## src/rtl/wisc_pkg.sv

```systemverilog
// Shared WISC pipeline definitions: instruction constants, default datapath width and the
// fetch-stage state encoding.
package wisc_pkg;

  localparam int unsigned DATA_WIDTH_DEF = 16;

  // Major opcode field [15:11] that marks a HALT instruction.
  localparam logic [4:0]  OP_HALT   = 5'b00000;
  // Bubble encoding that decode treats as a no-op.
  localparam logic [15:0] NOP_INSTR = 16'h0800;

  typedef enum logic [1:0] {
    StReq    = 2'd0,  // request outstanding at PC
    StHold   = 2'd1,  // word captured in skid buffer, waiting for stall to drop
    StDrain  = 2'd2,  // redirected; waiting out a stale request
    StHalted = 2'd3   // HALT reached IF/ID; fetch stopped
  } fetch_state_e;

endpackage

```

## src/rtl/fetch_stage_if.sv

```systemverilog
// Instruction-memory bus between fetch (master) and memory (slave).
//   imem_rd   : read request, held until imem_done
//   imem_addr : fetch address, stable while imem_rd is high
//   imem_data : read data, valid only with imem_done
//   imem_done : one-cycle completion pulse
interface fetch_stage_if
  import wisc_pkg::*;
#(
  parameter int unsigned DATA_WIDTH = DATA_WIDTH_DEF
);
  logic                  imem_rd;
  logic [DATA_WIDTH-1:0] imem_addr;
  logic [DATA_WIDTH-1:0] imem_data;
  logic                  imem_done;

  modport master (output imem_rd, imem_addr, input imem_data, imem_done);
  modport slave  (input imem_rd, imem_addr, output imem_data, imem_done);
endinterface

```

## src/rtl/if_id_reg.sv

```systemverilog
// IF/ID pipeline register.
//   clk, rst  : clock, asynchronous active-low reset
//   load      : capture instr_in/seq_pc_in, mark valid
//   flush     : insert a NOP bubble (seq_PC kept), mark invalid; wins over load
//   instruc, seq_PC, valid : register contents presented to decode
module if_id_reg #(
  parameter int unsigned           DATA_WIDTH = wisc_pkg::DATA_WIDTH_DEF,
  parameter logic [DATA_WIDTH-1:0] NOP_INSTR  = wisc_pkg::NOP_INSTR
) (
  input  logic                  clk,
  input  logic                  rst,
  input  logic                  load,
  input  logic                  flush,
  input  logic [DATA_WIDTH-1:0] instr_in,
  input  logic [DATA_WIDTH-1:0] seq_pc_in,
  output logic [DATA_WIDTH-1:0] instruc,
  output logic [DATA_WIDTH-1:0] seq_PC,
  output logic                  valid
);

  always_ff @(posedge clk or negedge rst) begin
    if (!rst) begin
      instruc <= NOP_INSTR;
      seq_PC  <= '0;
      valid   <= 1'b0;
    end else if (flush) begin
      instruc <= NOP_INSTR;
      valid   <= 1'b0;
    end else if (load) begin
      instruc <= instr_in;
      seq_PC  <= seq_pc_in;
      valid   <= 1'b1;
    end
  end

endmodule

```

## src/rtl/fetch_stage.sv

```systemverilog
// WISC instruction-fetch stage: PC, instruction-memory request FSM, skid buffer and IF/ID
// register feeding decode.
//   clk, rst       : clock, asynchronous active-low reset
//   stall          : hold IF/ID and PC
//   redirect       : taken branch/jump, redirect_PC is the target (highest priority)
//   imem           : instruction-memory bus (master side)
//   instruc/seq_PC : IF/ID instruction and PC+2; if_valid marks a real instruction
//   halted         : fetch stopped on a HALT
//   err            : sticky misaligned-redirect / unexpected-done error
//   perf_wait_cyc  : memory-wait cycle counter, present only when FETCH_PERF_CNT_EN is defined
module fetch_stage #(
  parameter int unsigned           DATA_WIDTH = wisc_pkg::DATA_WIDTH_DEF,
  parameter logic [DATA_WIDTH-1:0] RESET_PC   = '0,
  parameter logic [DATA_WIDTH-1:0] NOP_INSTR  = wisc_pkg::NOP_INSTR
) (
  input  logic                  clk,
  input  logic                  rst,
  input  logic                  stall,
  input  logic                  redirect,
  input  logic [DATA_WIDTH-1:0] redirect_PC,
  fetch_stage_if.master         imem,
  output logic [DATA_WIDTH-1:0] instruc,
  output logic [DATA_WIDTH-1:0] seq_PC,
  output logic                  if_valid,
  output logic                  halted,
  output logic                  err,
  output logic [15:0]           perf_wait_cyc
);
  import wisc_pkg::*;

  fetch_state_e          state_q, state_d;
  logic [DATA_WIDTH-1:0] pc_q, pc_d;
  logic [DATA_WIDTH-1:0] drain_addr_q, drain_addr_d;
  logic [DATA_WIDTH-1:0] skid_q, skid_d;
  logic                  halted_q, halted_d;
  logic                  err_q, err_d;
  logic                  ifid_load, ifid_flush;
  logic [DATA_WIDTH-1:0] ifid_instr;
  logic [DATA_WIDTH-1:0] pc_inc;

  assign pc_inc = pc_q + DATA_WIDTH'(2);

  always_comb begin
    state_d        = state_q;
    pc_d           = pc_q;
    drain_addr_d   = drain_addr_q;
    skid_d         = skid_q;
    halted_d       = halted_q;
    err_d          = err_q;
    ifid_load      = 1'b0;
    ifid_flush     = 1'b0;
    ifid_instr     = imem.imem_data;
    imem.imem_rd   = 1'b0;
    imem.imem_addr = pc_q;

    unique case (state_q)
      StReq:    imem.imem_rd = 1'b1;
      StDrain: begin
        // The stale request keeps its original address until it completes.
        imem.imem_rd   = 1'b1;
        imem.imem_addr = drain_addr_q;
      end
      StHold:   ;
      StHalted: ;
    endcase

    // No request is outstanding in these states, so a done pulse is a protocol error.
    if (imem.imem_done && (state_q == StHold || state_q == StHalted)) begin
      err_d = 1'b1;
    end

    if (redirect) begin
      ifid_flush = 1'b1;
      pc_d       = {redirect_PC[DATA_WIDTH-1:1], 1'b0};
      halted_d   = 1'b0;
      if (redirect_PC[0]) err_d = 1'b1;
      unique case (state_q)
        StReq: begin
          if (!imem.imem_done) begin
            state_d      = StDrain;
            drain_addr_d = pc_q;
          end
        end
        StDrain:  if (imem.imem_done) state_d = StReq;
        StHold:   state_d = StReq;
        StHalted: state_d = StReq;
      endcase
    end else begin
      unique case (state_q)
        StReq: begin
          if (imem.imem_done) begin
            if (stall) begin
              skid_d  = imem.imem_data;
              state_d = StHold;
            end else begin
              ifid_load = 1'b1;
              pc_d      = pc_inc;
            end
          end else if (!stall) begin
            ifid_flush = 1'b1;
          end
        end
        StHold: begin
          if (!stall) begin
            ifid_load  = 1'b1;
            ifid_instr = skid_q;
            pc_d       = pc_inc;
            state_d    = StReq;
          end
        end
        StDrain: begin
          if (imem.imem_done) state_d = StReq;
          if (!stall) ifid_flush = 1'b1;
        end
        StHalted: begin
          if (!stall) ifid_flush = 1'b1;
        end
      endcase
      if (ifid_load && ifid_instr[DATA_WIDTH-1 -: 5] == OP_HALT) begin
        halted_d = 1'b1;
        state_d  = StHalted;
      end
    end
  end

  always_ff @(posedge clk or negedge rst) begin
    if (!rst) begin
      state_q      <= StReq;
      pc_q         <= RESET_PC;
      drain_addr_q <= RESET_PC;
      skid_q       <= NOP_INSTR;
      halted_q     <= 1'b0;
      err_q        <= 1'b0;
    end else begin
      state_q      <= state_d;
      pc_q         <= pc_d;
      drain_addr_q <= drain_addr_d;
      skid_q       <= skid_d;
      halted_q     <= halted_d;
      err_q        <= err_d;
    end
  end

  if_id_reg #(
    .DATA_WIDTH (DATA_WIDTH),
    .NOP_INSTR  (NOP_INSTR)
  ) u_if_id_reg (
    .clk       (clk),
    .rst       (rst),
    .load      (ifid_load),
    .flush     (ifid_flush),
    .instr_in  (ifid_instr),
    .seq_pc_in (pc_inc),
    .instruc   (instruc),
    .seq_PC    (seq_PC),
    .valid     (if_valid)
  );

  assign halted = halted_q;
  assign err    = err_q;

`ifdef FETCH_PERF_CNT_EN
  logic [15:0] perf_q;

  always_ff @(posedge clk or negedge rst) begin
    if (!rst) begin
      perf_q <= '0;
    end else if (imem.imem_rd && !imem.imem_done && perf_q != 16'hFFFF) begin
      perf_q <= perf_q + 16'd1;
    end
  end

  assign perf_wait_cyc = perf_q;
`else
  assign perf_wait_cyc = 16'h0000;
`endif

endmodule

```

## src/flat_wrapper.sv

```systemverilog
// flat-port wrapper written by rule: the top's interface ports become plain ports
module fetch_stage_flat import wisc_pkg::*;
#(
  parameter int unsigned           DATA_WIDTH = wisc_pkg::DATA_WIDTH_DEF,
  parameter logic [DATA_WIDTH-1:0] RESET_PC   = '0,
  parameter logic [DATA_WIDTH-1:0] NOP_INSTR  = wisc_pkg::NOP_INSTR
)
  (clk, rst, stall, redirect, redirect_PC, instruc, seq_PC, if_valid, halted, err, perf_wait_cyc, imem_imem_rd, imem_imem_addr, imem_imem_data, imem_imem_done);
  fetch_stage_if #(.DATA_WIDTH(DATA_WIDTH)) imem_i ();
  input  logic clk;
  input  logic rst;
  input  logic stall;
  input  logic redirect;
  input  logic [DATA_WIDTH-1:0] redirect_PC;
  output logic [DATA_WIDTH-1:0] instruc;
  output logic [DATA_WIDTH-1:0] seq_PC;
  output logic if_valid;
  output logic halted;
  output logic err;
  output logic [15:0] perf_wait_cyc;
  output wire logic [$bits(imem_i.imem_rd)-1:0] imem_imem_rd;
  output wire logic [$bits(imem_i.imem_addr)-1:0] imem_imem_addr;
  input wire logic [$bits(imem_i.imem_data)-1:0] imem_imem_data;
  input wire logic [$bits(imem_i.imem_done)-1:0] imem_imem_done;
  assign imem_imem_rd = imem_i.imem_rd;
  assign imem_imem_addr = imem_i.imem_addr;
  assign imem_i.imem_data = imem_imem_data;
  assign imem_i.imem_done = imem_imem_done;
  fetch_stage #(.DATA_WIDTH(DATA_WIDTH), .RESET_PC(RESET_PC), .NOP_INSTR(NOP_INSTR)) u_core (.clk(clk), .rst(rst), .stall(stall), .redirect(redirect), .redirect_PC(redirect_PC), .imem(imem_i), .instruc(instruc), .seq_PC(seq_PC), .if_valid(if_valid), .halted(halted), .err(err), .perf_wait_cyc(perf_wait_cyc));
endmodule
```

## config.mk

```make
export PLATFORM = sky130hd
export DESIGN_NAME = fetch_stage_flat
export DESIGN_NICKNAME = d
export VERILOG_FILES = /design/src/rtl/wisc_pkg.sv /design/src/rtl/fetch_stage_if.sv /design/src/rtl/if_id_reg.sv /design/src/rtl/fetch_stage.sv /design/src/flat_wrapper.sv
export SDC_FILE = /design/constraint.sdc
export NUM_CORES = 1
export LEC_CHECK = 0
export ABC_AREA = 1
export ABC_CLOCK_PERIOD_IN_PS = 1800
export BUFFER_PORTS_ARGS = -buffer_cell sky130_fd_sc_hd__buf_2
export CAP_MARGIN = 40
export CORE_UTILIZATION = 49
export CTS_BUF_LIST = sky130_fd_sc_hd__clkbuf_4 sky130_fd_sc_hd__clkbuf_8 sky130_fd_sc_hd__clkbuf_16
export DETAILED_ROUTE_END_ITERATION = 6
export HOLD_SLACK_MARGIN = 0.03
export PLACE_DENSITY = 0.73
export SYNTH_ARGS = -nofsm -noshare
export SYNTH_HDL_FRONTEND = slang
export SYNTH_HIERARCHICAL = 1
export SYNTH_SLANG_ARGS = --single-unit
```

## constraint.sdc

```tcl
create_clock -name clk -period 1.8 [get_ports clk]
set_input_delay 0.09 -clock clk [delete_from_list [all_inputs] [get_ports clk]]
set_output_delay 0.09 -clock clk [all_outputs]
set_load 0.01 [all_outputs]
```

==> results of run 1 <==
final cells by class:
cell class	instances	share of cell area (%)
repair buffers	115	13.5
inverters	51	3.61
clock inverters	3	0.835
multi-input cells	441	38.7
flip-flops and latches	83	37.6
clock buffers	12	2.87
well taps	108	2.44
repair inverters	3	0.406
cell usage after synthesis (all sizes together):
| cell type | number |
|---|---|
| ha | 7 |
| buf | 38 |
| dfstp | 2 |
| conb | 1 |
| mux2 | 11 |
| nand4 | 7 |
| o31ai | 3 |
| clkbuf | 12 |
| nor2 | 39 |
| xor2 | 5 |
| o21ai | 89 |
| dfrtp | 81 |
| a211oi | 1 |
| nor3 | 4 |
| o22ai | 6 |
| or2 | 1 |
| nand2 | 197 |
| inv | 51 |
| nand3 | 49 |
| a21oi | 4 |
critical path, stage by stage, from the launching register on:
cell                      delay (ps)
sky130_fd_sc_hd__dfrtp_1         390
sky130_fd_sc_hd__buf_4           160
sky130_fd_sc_hd__ha_4            180
sky130_fd_sc_hd__buf_12          160
sky130_fd_sc_hd__o21ai_0         200
sky130_fd_sc_hd__buf_2           170
layer usage:
metal	up-vias	global-route usage, %
met5	-	0
met1	1918	35.6
li1	2110	-
met3	19	3.33
met4	0	9.53
met2	154	36.2
sequential cells by signal (all words and copies together), names as in the netlist:
| register | flops |
|---|---|
| u_core/err | 1 |
| u_core/pc_q | 15 |
| u_core/u_if_id_reg/instruc | 16 |
| u_core/u_if_id_reg/seq_PC | 16 |
| u_core/drain_addr_q | 15 |
| u_core/skid_q | 16 |
| u_core/halted | 1 |
| u_core/state_q | 2 |
| u_core/u_if_id_reg/valid | 1 |
power by group through the flow:
stage                     combinational, uW  sequential [uW]  clock (uW)
after floorplan                        2210             3080           0
after global routing                   4250             3160        1490
final                                  3760             3060        1400
after global placement                 3370             3040           0
after detailed placement               3470             3080           0
after CTS                              3610             3050        1430
worst paths after layout:
kind	slack [ps]	depth (start not counted)	endpoint	start
setup / recovery	90	5	imem_imem_addr[15]	u_core/state_q[1]
hold / removal	40	3	u_core/pc_q[10]	redirect_PC[10]
setup reg to reg	100	9	u_core/u_if_id_reg/instruc[5]	u_core/state_q[0]
hold reg to reg	470	2	u_core/u_if_id_reg/instruc[7]	u_core/u_if_id_reg/instruc[7]
max in group asynchronous	940	3	u_core/pc_q[6]	rst
min in group asynchronous	260	2	u_core/skid_q[7]	rst
cells by family (layout without fill, tap and decap cells):
kind of cell,count (synthesis),count (layout)
simple gates,297,297
compound gates,103,103
buf+inv,101,184
flops,83,83
mux,11,11
fa+ha+maj,7,7
xor+xnor,5,5
other cells,1,18
timing repair:
action                                  4_1_cts  5_1_grt
buffers inserted                              1        0
endpoints found under the setup margin       57       65
resized for setup                            14       21
gates cloned                                  2        2
endpoints found under the hold margin        39        0
pin swaps                                     1        2
hold buffers                                  5        0
metrics by stage:
| stage | utilization [%] | hold WS (ps) |
|---|---|---|
| 2_1_floorplan | - | -206 |
| 3_3_place_gp | 57.9 | 110 |
| 6_report | 62.4 | 41.7 |
| 3_5_place_dp | 57.9 | 114 |
| 5_1_grt | 62.4 | 44.7 |
| 4_1_cts | 61.5 | 32.8 |
==> impl_summary.txt, run 1 <==
----------------------------------------------------
[Status]
  Run status ... complete, no violations

[STA]
  Worst setup skew after layout ... 8.26 ps
  Worst path setup slack after routing ... about 95 ps
  Relative slew slack ... 63.5%
  Final-report setup violation count ... 0
  Tightest Pin Transition ... approximately 550 ps
  Final Hold Viols ... 0
  Period Utilization, post-route ... 94.7%
  Final worst path period need ... 1710 ps
  Sum Neg Setup Slack ... 0 ps
  RSZ-0062 raised after global routing ... no
  Achievable Freq ... 586 MHz
  Final Max Slew Viols ... 0

[Synthesis]
  Post-Synthesis Mean Instance Area ... 7.55 um2
  Most area-consuming cells after synthesis ... sky130_fd_sc_hd__dfrtp_1 44%, sky130_fd_sc_hd__nand2_1 16%, sky130_fd_sc_hd__o21ai_0 9.3%
  Synth Area in XOR/XNOR ... less than 1%
  Synth area leader ... sky130_fd_sc_hd__dfrtp_1
  Area fraction in compound gates after synthesis ... 11.6%
  Combinational family with the most area after synthesis ... simple AND/OR/NAND/NOR gates
  FF+latch count, synth ... 83
  Mux cell area share after synthesis ... under 10%
  Synthesized instance count ... just over 600
  Number of distinct library cells after synthesis ... 27
  Fraction of the yosys area taken by sequential cells ... ~45%
  Area share of the largest cell type after synthesis ... between 40% and 50%
  Netlist area before placement ... between 0.004 and 0.005 mm2
  Total of warnings raised by yosys ... 6
  Post-Synth Adder-Cell Area ... 1.91%
  Share of synthesized cell area in and, or, nand and nor gates ... 26.6%

[Die]
  Die Footprint ... 0.00975 mm2
  Die X ... just under 100 um
  Starting utilization of the core area ... 51.6%
  Core area ... approximately 0.0089 mm2
  Die Ht ... between 90 and 100 um
  Core Rows ... 34
  Number of ports placed on the die boundary ... about 110

[Finish]
  Post-route cell area ... 0.00554 mm2
  Total area of sequential cells ... 0.00208 mm2
  Count of non-filler cells in the finished layout ... around 820
  Fraction of layout cells with a size suffix above 1 ... around 23%
  Most common library cell in the layout ignoring fill and taps ... sky130_fd_sc_hd__nand2_1
  Ant. Diodes ... 0
  Area added between synthesis and finish ... 20.8%
  Number of nets in the layout ... approximately 750
  Multi-input gate area in the final layout ... 0.00215 mm2
  Commonest cells after routing, fill and taps aside ... 196 x sky130_fd_sc_hd__nand2_1, 86 x sky130_fd_sc_hd__buf_2, 84 x sky130_fd_sc_hd__o21ai_0, 79 x sky130_fd_sc_hd__dfrtp_1, 48 x sky130_fd_sc_hd__nand3_1
  Number of fill cells ... 775

[GRT]
  Largest net degree at the start of global routing ... 41
  Global route total overflow ... 0
  Global-route wire length before repair ... about 19,000 um
  All-Layer GR Usage ... 24.2%
  Antenna violations before repair ... 0
  Vias in the first global route ... about 3,900

[Power]
  Static power due to leakage ... ~0.0029 uW
  Sequential share of power ... 37.2%
  Largest voltage drop on the vdd net ... 0.765 mV
  PnR Total Power ... 8220 uW
  Design internal power ... between 4000 and 5000 uW
  NetSw ... around 3400 uW
  Combinational cell fraction of total power ... between 40% and 50%
  Pwr/cell area ... roughly 1500 mW/mm2
  Switching part of the total power ... 41.8%
  Share of power burned in the clock network ... between 15 and 20%

[Setup path]
  Setup crit start kind ... flop
  Crit path capture type ... output pin
  Type of the setup path with the least slack ... flop to output pin
  Worst path arrival time ... 1620 ps
  Worst-path fanout max ... 31
  Endpoint required time on the critical path ... 1710 ps

[Route]
  Metal-1 WL ... 5320 um
  First-pass iteration count of the detailed router ... 5
  Number of DRC violations after detailed routing ... 0
  Detailed route wirelength on metal2 ... 5060 um
  Via-per-instance ratio ... 5.15
  Via Count ... 4,201
  Top routing layer in use ... met4
  Final ANT Viol Nets ... 0
  Final routed wirelength across all metal layers ... 11,300 um
  Met3 Routed Length ... 662 um
  WL/cell ... 13.8 um
  Drt first-iter violations ... 281

[Clocking]
  Depth of the CTS H-tree ... 3
  Worst-skew pair later-pin latency ... 350 ps
  CTS tree ... built
  Number of clock buffers inserted by TritonCTS ... 9
  Number of buffers on the longest clock path ... 2
  Number of sinks handled by clock tree synthesis ... 83
  Clock root buffer ... sky130_fd_sc_hd__clkbuf_8
  Clock slew seen by the registers of the worst setup and hold paths ... around 80 ps

[Place]
  Post-detailed-placement half-perimeter wirelength ... 7940 um
  Pre-CTS worst setup slack ... -109 ps
  Placed instance count ... 791
  Routability-driven placement congestion ratio ... 0.928
  Total placed instance area ... 0.00515 mm2
  Port buffer count ... 87

[Worst hold path]
  Type of the tightest min-delay check ... input port to flop

[Job]
  Max Cap Violations ... 0

----------------------------------------------------
Note: power is estimated with default switching activity, not from simulation.
==> run 2: changes to the inputs <==
--- a/config.mk
+++ b/config.mk
@@ -14,6 +14,7 @@
 export DETAILED_ROUTE_END_ITERATION = 6
 export HOLD_SLACK_MARGIN = 0.03
 export PLACE_DENSITY = 0.73
+export SETUP_SLACK_MARGIN = 0.2
 export SYNTH_ARGS = -nofsm -noshare
 export SYNTH_HDL_FRONTEND = slang
 export SYNTH_HIERARCHICAL = 1
==> run 2 against run 1 <==
Cell count increased by 2.5%; first-iteration DRC count up 21%; sequential cell count is the same; final area increased by 8.9%; non-clock buffer count is 18 higher; worst setup slack worse by 67 ps; hold slack worse by 4.7 ps; via count is 9.1% higher; critical path depth increased by 3; global-route usage is 1.9 points higher.
==> impl_summary.txt, run 2 (synthesized netlist as in run 1, its figures left out) <==
----------------------------------------------------
[GRT]
  Antenna violations before repair ... 1 (was 0)
  Global-route wire length before repair ... 20,000 um (was 18,600 um)
  Largest net degree at the start of global routing ... 35 (was 41)
  All-Layer GR Usage ... 26.1% (was 24.2%)
  Global route total overflow ... 0 (unchanged)
  Vias in the first global route ... 4,176 (was 3,870)

[Setup path]
  Reg-to-reg slack, setup ... 30 ps (was 100 ps)
  Endpoint required time on the critical path ... 2040 ps (was 1710 ps)
  Worst-path fanout max ... 12 (was 31)
  CP Buf/Inv Count ... 3 (unchanged)
  Type of the setup path with the least slack ... flop to flop (was flop to output pin)
  Largest incremental delay on the critical path ... 470 ps (was 390 ps)
  Crit path capture type ... flop (was output pin)
  Setup crit start kind ... flop (unchanged)
  Worst path arrival time ... 2010 ps (was 1620 ps)
  Depth of the critical timing path with buffers and inverters included ... 8 (was 5)
  CP cell instances ... inv_4 > ha_4 > a211oi_4 > o31ai_4 > inv_4 > buf_12 > nand3_1 > nand2_1 (was buf_4 > ha_4 > buf_12 > o21ai_0 > buf_2)
  Master of the slowest instance on the critical path ... sky130_fd_sc_hd__dfrtp_2 (was sky130_fd_sc_hd__dfrtp_1)
  Crit path top cell by count ... sky130_fd_sc_hd__inv_4
  Beginning of the worst register-to-register path ... u_core/state_q[0] (unchanged)
  Cell count of the worst reg-to-reg path ... 8 (was 9)
  Destination of the worst register-to-register timing path ... u_core/u_if_id_reg/seq_PC[6] (was u_core/u_if_id_reg/instruc[5])
  Family with the most delay on the worst path ... flip-flops (was buffers and inverters)

[Finish]
  Post-route cell area ... 0.00604 mm2 (was 0.00554 mm2)
  Area added between synthesis and finish ... 31.6% (was 20.8%)
  Commonest cells after routing, fill and taps aside ... 185 x sky130_fd_sc_hd__nand2_1, 86 x sky130_fd_sc_hd__buf_2, 80 x sky130_fd_sc_hd__dfrtp_1, 64 x sky130_fd_sc_hd__o21ai_0, 44 x sky130_fd_sc_hd__inv_1 (was 196 x sky130_fd_sc_hd__nand2_1, 86 x sky130_fd_sc_hd__buf_2, 84 x sky130_fd_sc_hd__o21ai_0, 79 x sky130_fd_sc_hd__dfrtp_1, 48 x sky130_fd_sc_hd__nand3_1)
  Final design utilization ... 67.9% (was 62.4%)
  Top Registers ... u_core/skid_q: 16 flops, u_core/u_if_id_reg/instruc: 16 flops, u_core/u_if_id_reg/seq_PC: 16 flops (unchanged)
  Most common library cell in the layout ignoring fill and taps ... sky130_fd_sc_hd__nand2_1 (unchanged)
  Number of nets in the layout ... 766 (was 748)
  Count of non-filler cells in the finished layout ... 836 (was 816)
  Fraction of layout cells with a size suffix above 1 ... 31.1% (was 23.2%)

[Worst hold path]
  Origin of the worst min-delay path ... redirect_PC[8] (was redirect_PC[10])
  Hold Path Sink ... u_core/pc_q[8] (was u_core/pc_q[10])
  Number of cells on the worst hold path ... 3 (unchanged)
  Type of the tightest min-delay check ... input port to flop (unchanged)

[Route]
  Met3 Routed Length ... 980 um (was 662 um)
  Drt first-iter violations ... 341 (was 281)
  Final ANT Viol Nets ... 0 (unchanged)
  Top routing layer in use ... met4 (unchanged)
  Via Count ... 4,585 (was 4,201)
  First-pass iteration count of the detailed router ... 5 (unchanged)
  Number of DRC violations after detailed routing ... 0 (unchanged)
  Metal-1 WL ... 5430 um (was 5320 um)
  Final routed wirelength across all metal layers ... 13,100 um (was 11,300 um)
  Via-per-instance ratio ... 5.48 (was 5.15)
  Detailed route wirelength on metal2 ... 6220 um (was 5060 um)
  WL/cell ... 15.6 um (was 13.8 um)

[STA]
  Final worst path period need ... 1770 ps (was 1710 ps)
  Period Utilization, post-route ... 98.5% (was 94.7%)
  Worst path setup slack after routing ... 27.6 ps (was 94.8 ps)
  Final-report setup violation count ... 0 (unchanged)
  Final Max Slew Viols ... 0 (unchanged)
  RSZ-0062 raised after global routing ... yes (was no)
  Worst setup skew after layout ... 15.3 ps (was 8.26 ps)
  Final Hold Viols ... 0 (unchanged)
  Achievable Freq ... 564 MHz (was 586 MHz)

[Die]
  Die X ... 98.8 um (unchanged)
  Die Ht ... 98.8 um (unchanged)
  Starting utilization of the core area ... 51.6% (unchanged)
  Number of ports placed on the die boundary ... 105 (unchanged)
  Die Footprint ... 0.00975 mm2 (unchanged)
  Core Rows ... 34 (unchanged)
  Core area ... 0.00889 mm2 (unchanged)

[Clocking]
  CTS tree ... built (unchanged)
  Depth of the CTS H-tree ... 3 (unchanged)
  Number of buffers on the longest clock path ... 2 (unchanged)
  Number of sinks handled by clock tree synthesis ... 83 (unchanged)
  Number of clock buffers inserted by TritonCTS ... 9 (unchanged)
  Clock slew seen by the registers of the worst setup and hold paths ... 90 ps (was 80 ps)
  Worst-skew pair later-pin latency ... 350 ps (about the same)
  Clock root buffer ... sky130_fd_sc_hd__clkbuf_8 (unchanged)

[Power]
  Static power due to leakage ... 0.00305 uW (was 0.00286 uW)
  PnR Total Power ... 9000 uW (was 8220 uW)
  Pwr/cell area ... 1490 mW/mm2 (was 1480 mW/mm2)
  Largest voltage drop on the vdd net ... 0.699 mV (was 0.765 mV)

[Place]
  Total placed instance area ... 0.00522 mm2 (was 0.00515 mm2)
  Placed instance count ... 786 (was 791)
  Pre-CTS worst setup slack ... -131 ps (was -109 ps)
  Routability-driven placement congestion ratio ... 0.873 (was 0.928)
  Port buffer count ... 87 (unchanged)
  Post-detailed-placement half-perimeter wirelength ... 8090 um (was 7940 um)

[Job]
  Max Cap Violations ... 0 (unchanged)

[Status]
  Run status ... complete, no violations (unchanged)

----------------------------------------------------
## run 2: changes by cell type in the layout (fill, tap and decap cells not counted), moves of 9 or more
cell | previous run | this run
sky130_fd_sc_hd__buf_4 | 14 | 23
sky130_fd_sc_hd__nand2_2 | 0 | 9
sky130_fd_sc_hd__nand2_1 | 196 | 185
sky130_fd_sc_hd__nand3_2 | 0 | 19
sky130_fd_sc_hd__o21ai_1 | 5 | 22
sky130_fd_sc_hd__o21ai_0 | 84 | 64
sky130_fd_sc_hd__nand3_1 | 48 | 28
## run 2: per-stage QoR
stage / TNS (ps) / hold WS, ps
floorplan: 0 / -206
global placement: 0 / 68.0
detailed placement: -989 / 69.0
CTS: 0 / 39.1
global route: -51.2 / 61.5
finish: 0 / 37.0
## run 2: how the worst max path moves through the flow
stage,startpoint,to,slack [ps]
after floorplan,u_core/state_q[0],u_core/u_if_id_reg/valid,130
after global placement,u_core/state_q[0],u_core/pc_q[9],20
after detailed placement,u_core/state_q[0],u_core/pc_q[7],-130
after CTS,u_core/state_q[0],imem_imem_addr[1],110
after global routing,u_core/state_q[0],u_core/u_if_id_reg/instruc[15],-20
final,u_core/state_q[0],u_core/u_if_id_reg/seq_PC[6],30
## run 2: final cells by class
type,instances,area [um2]
inverters,51,205
clock buffers,13,173
repair inverters,3,22.5
multi-input cells,441,2390
repair buffers,133,1010
diodes,1,2.50
flip-flops and latches,83,2080
fillers,698,2850
clock inverters,3,21.3
well taps,108,135
## run 2: per-layer routing
| metal | vias up | global-route usage (%) |
|---|---|---|
| li1 | 2151 | - |
| met1 | 2167 | 35.2 |
| met2 | 223 | 40.9 |
| met3 | 44 | 4.68 |
| met4 | 0 | 12.2 |
| met5 | - | 0 |
## run 2: worst reg2reg max path, stage by stage (launching register included)
cell	delay (ps)
sky130_fd_sc_hd__dfrtp_2	470
sky130_fd_sc_hd__inv_4	120
sky130_fd_sc_hd__ha_4	190
sky130_fd_sc_hd__a211oi_4	80
sky130_fd_sc_hd__o31ai_4	280
sky130_fd_sc_hd__inv_4	150
sky130_fd_sc_hd__buf_12	180
sky130_fd_sc_hd__nand3_1	100
sky130_fd_sc_hd__nand2_1	90
## run 2: power breakdown
part           switching [uW]  leakage [uW]  internal (uW)
Sequential                488       0.00105           2590
Combinational            2680       0.00190           1920
Clock                     693     0.0000991            632
## run 2: timing repair
item                       CTS  global route
pin swaps                   12            10
hold buffers                 2             0
cloned                       6             2
hold endpoints to repair    31             0
gates resized for setup     51            40
buffers inserted            14            10
setup endpoints to repair   80            81
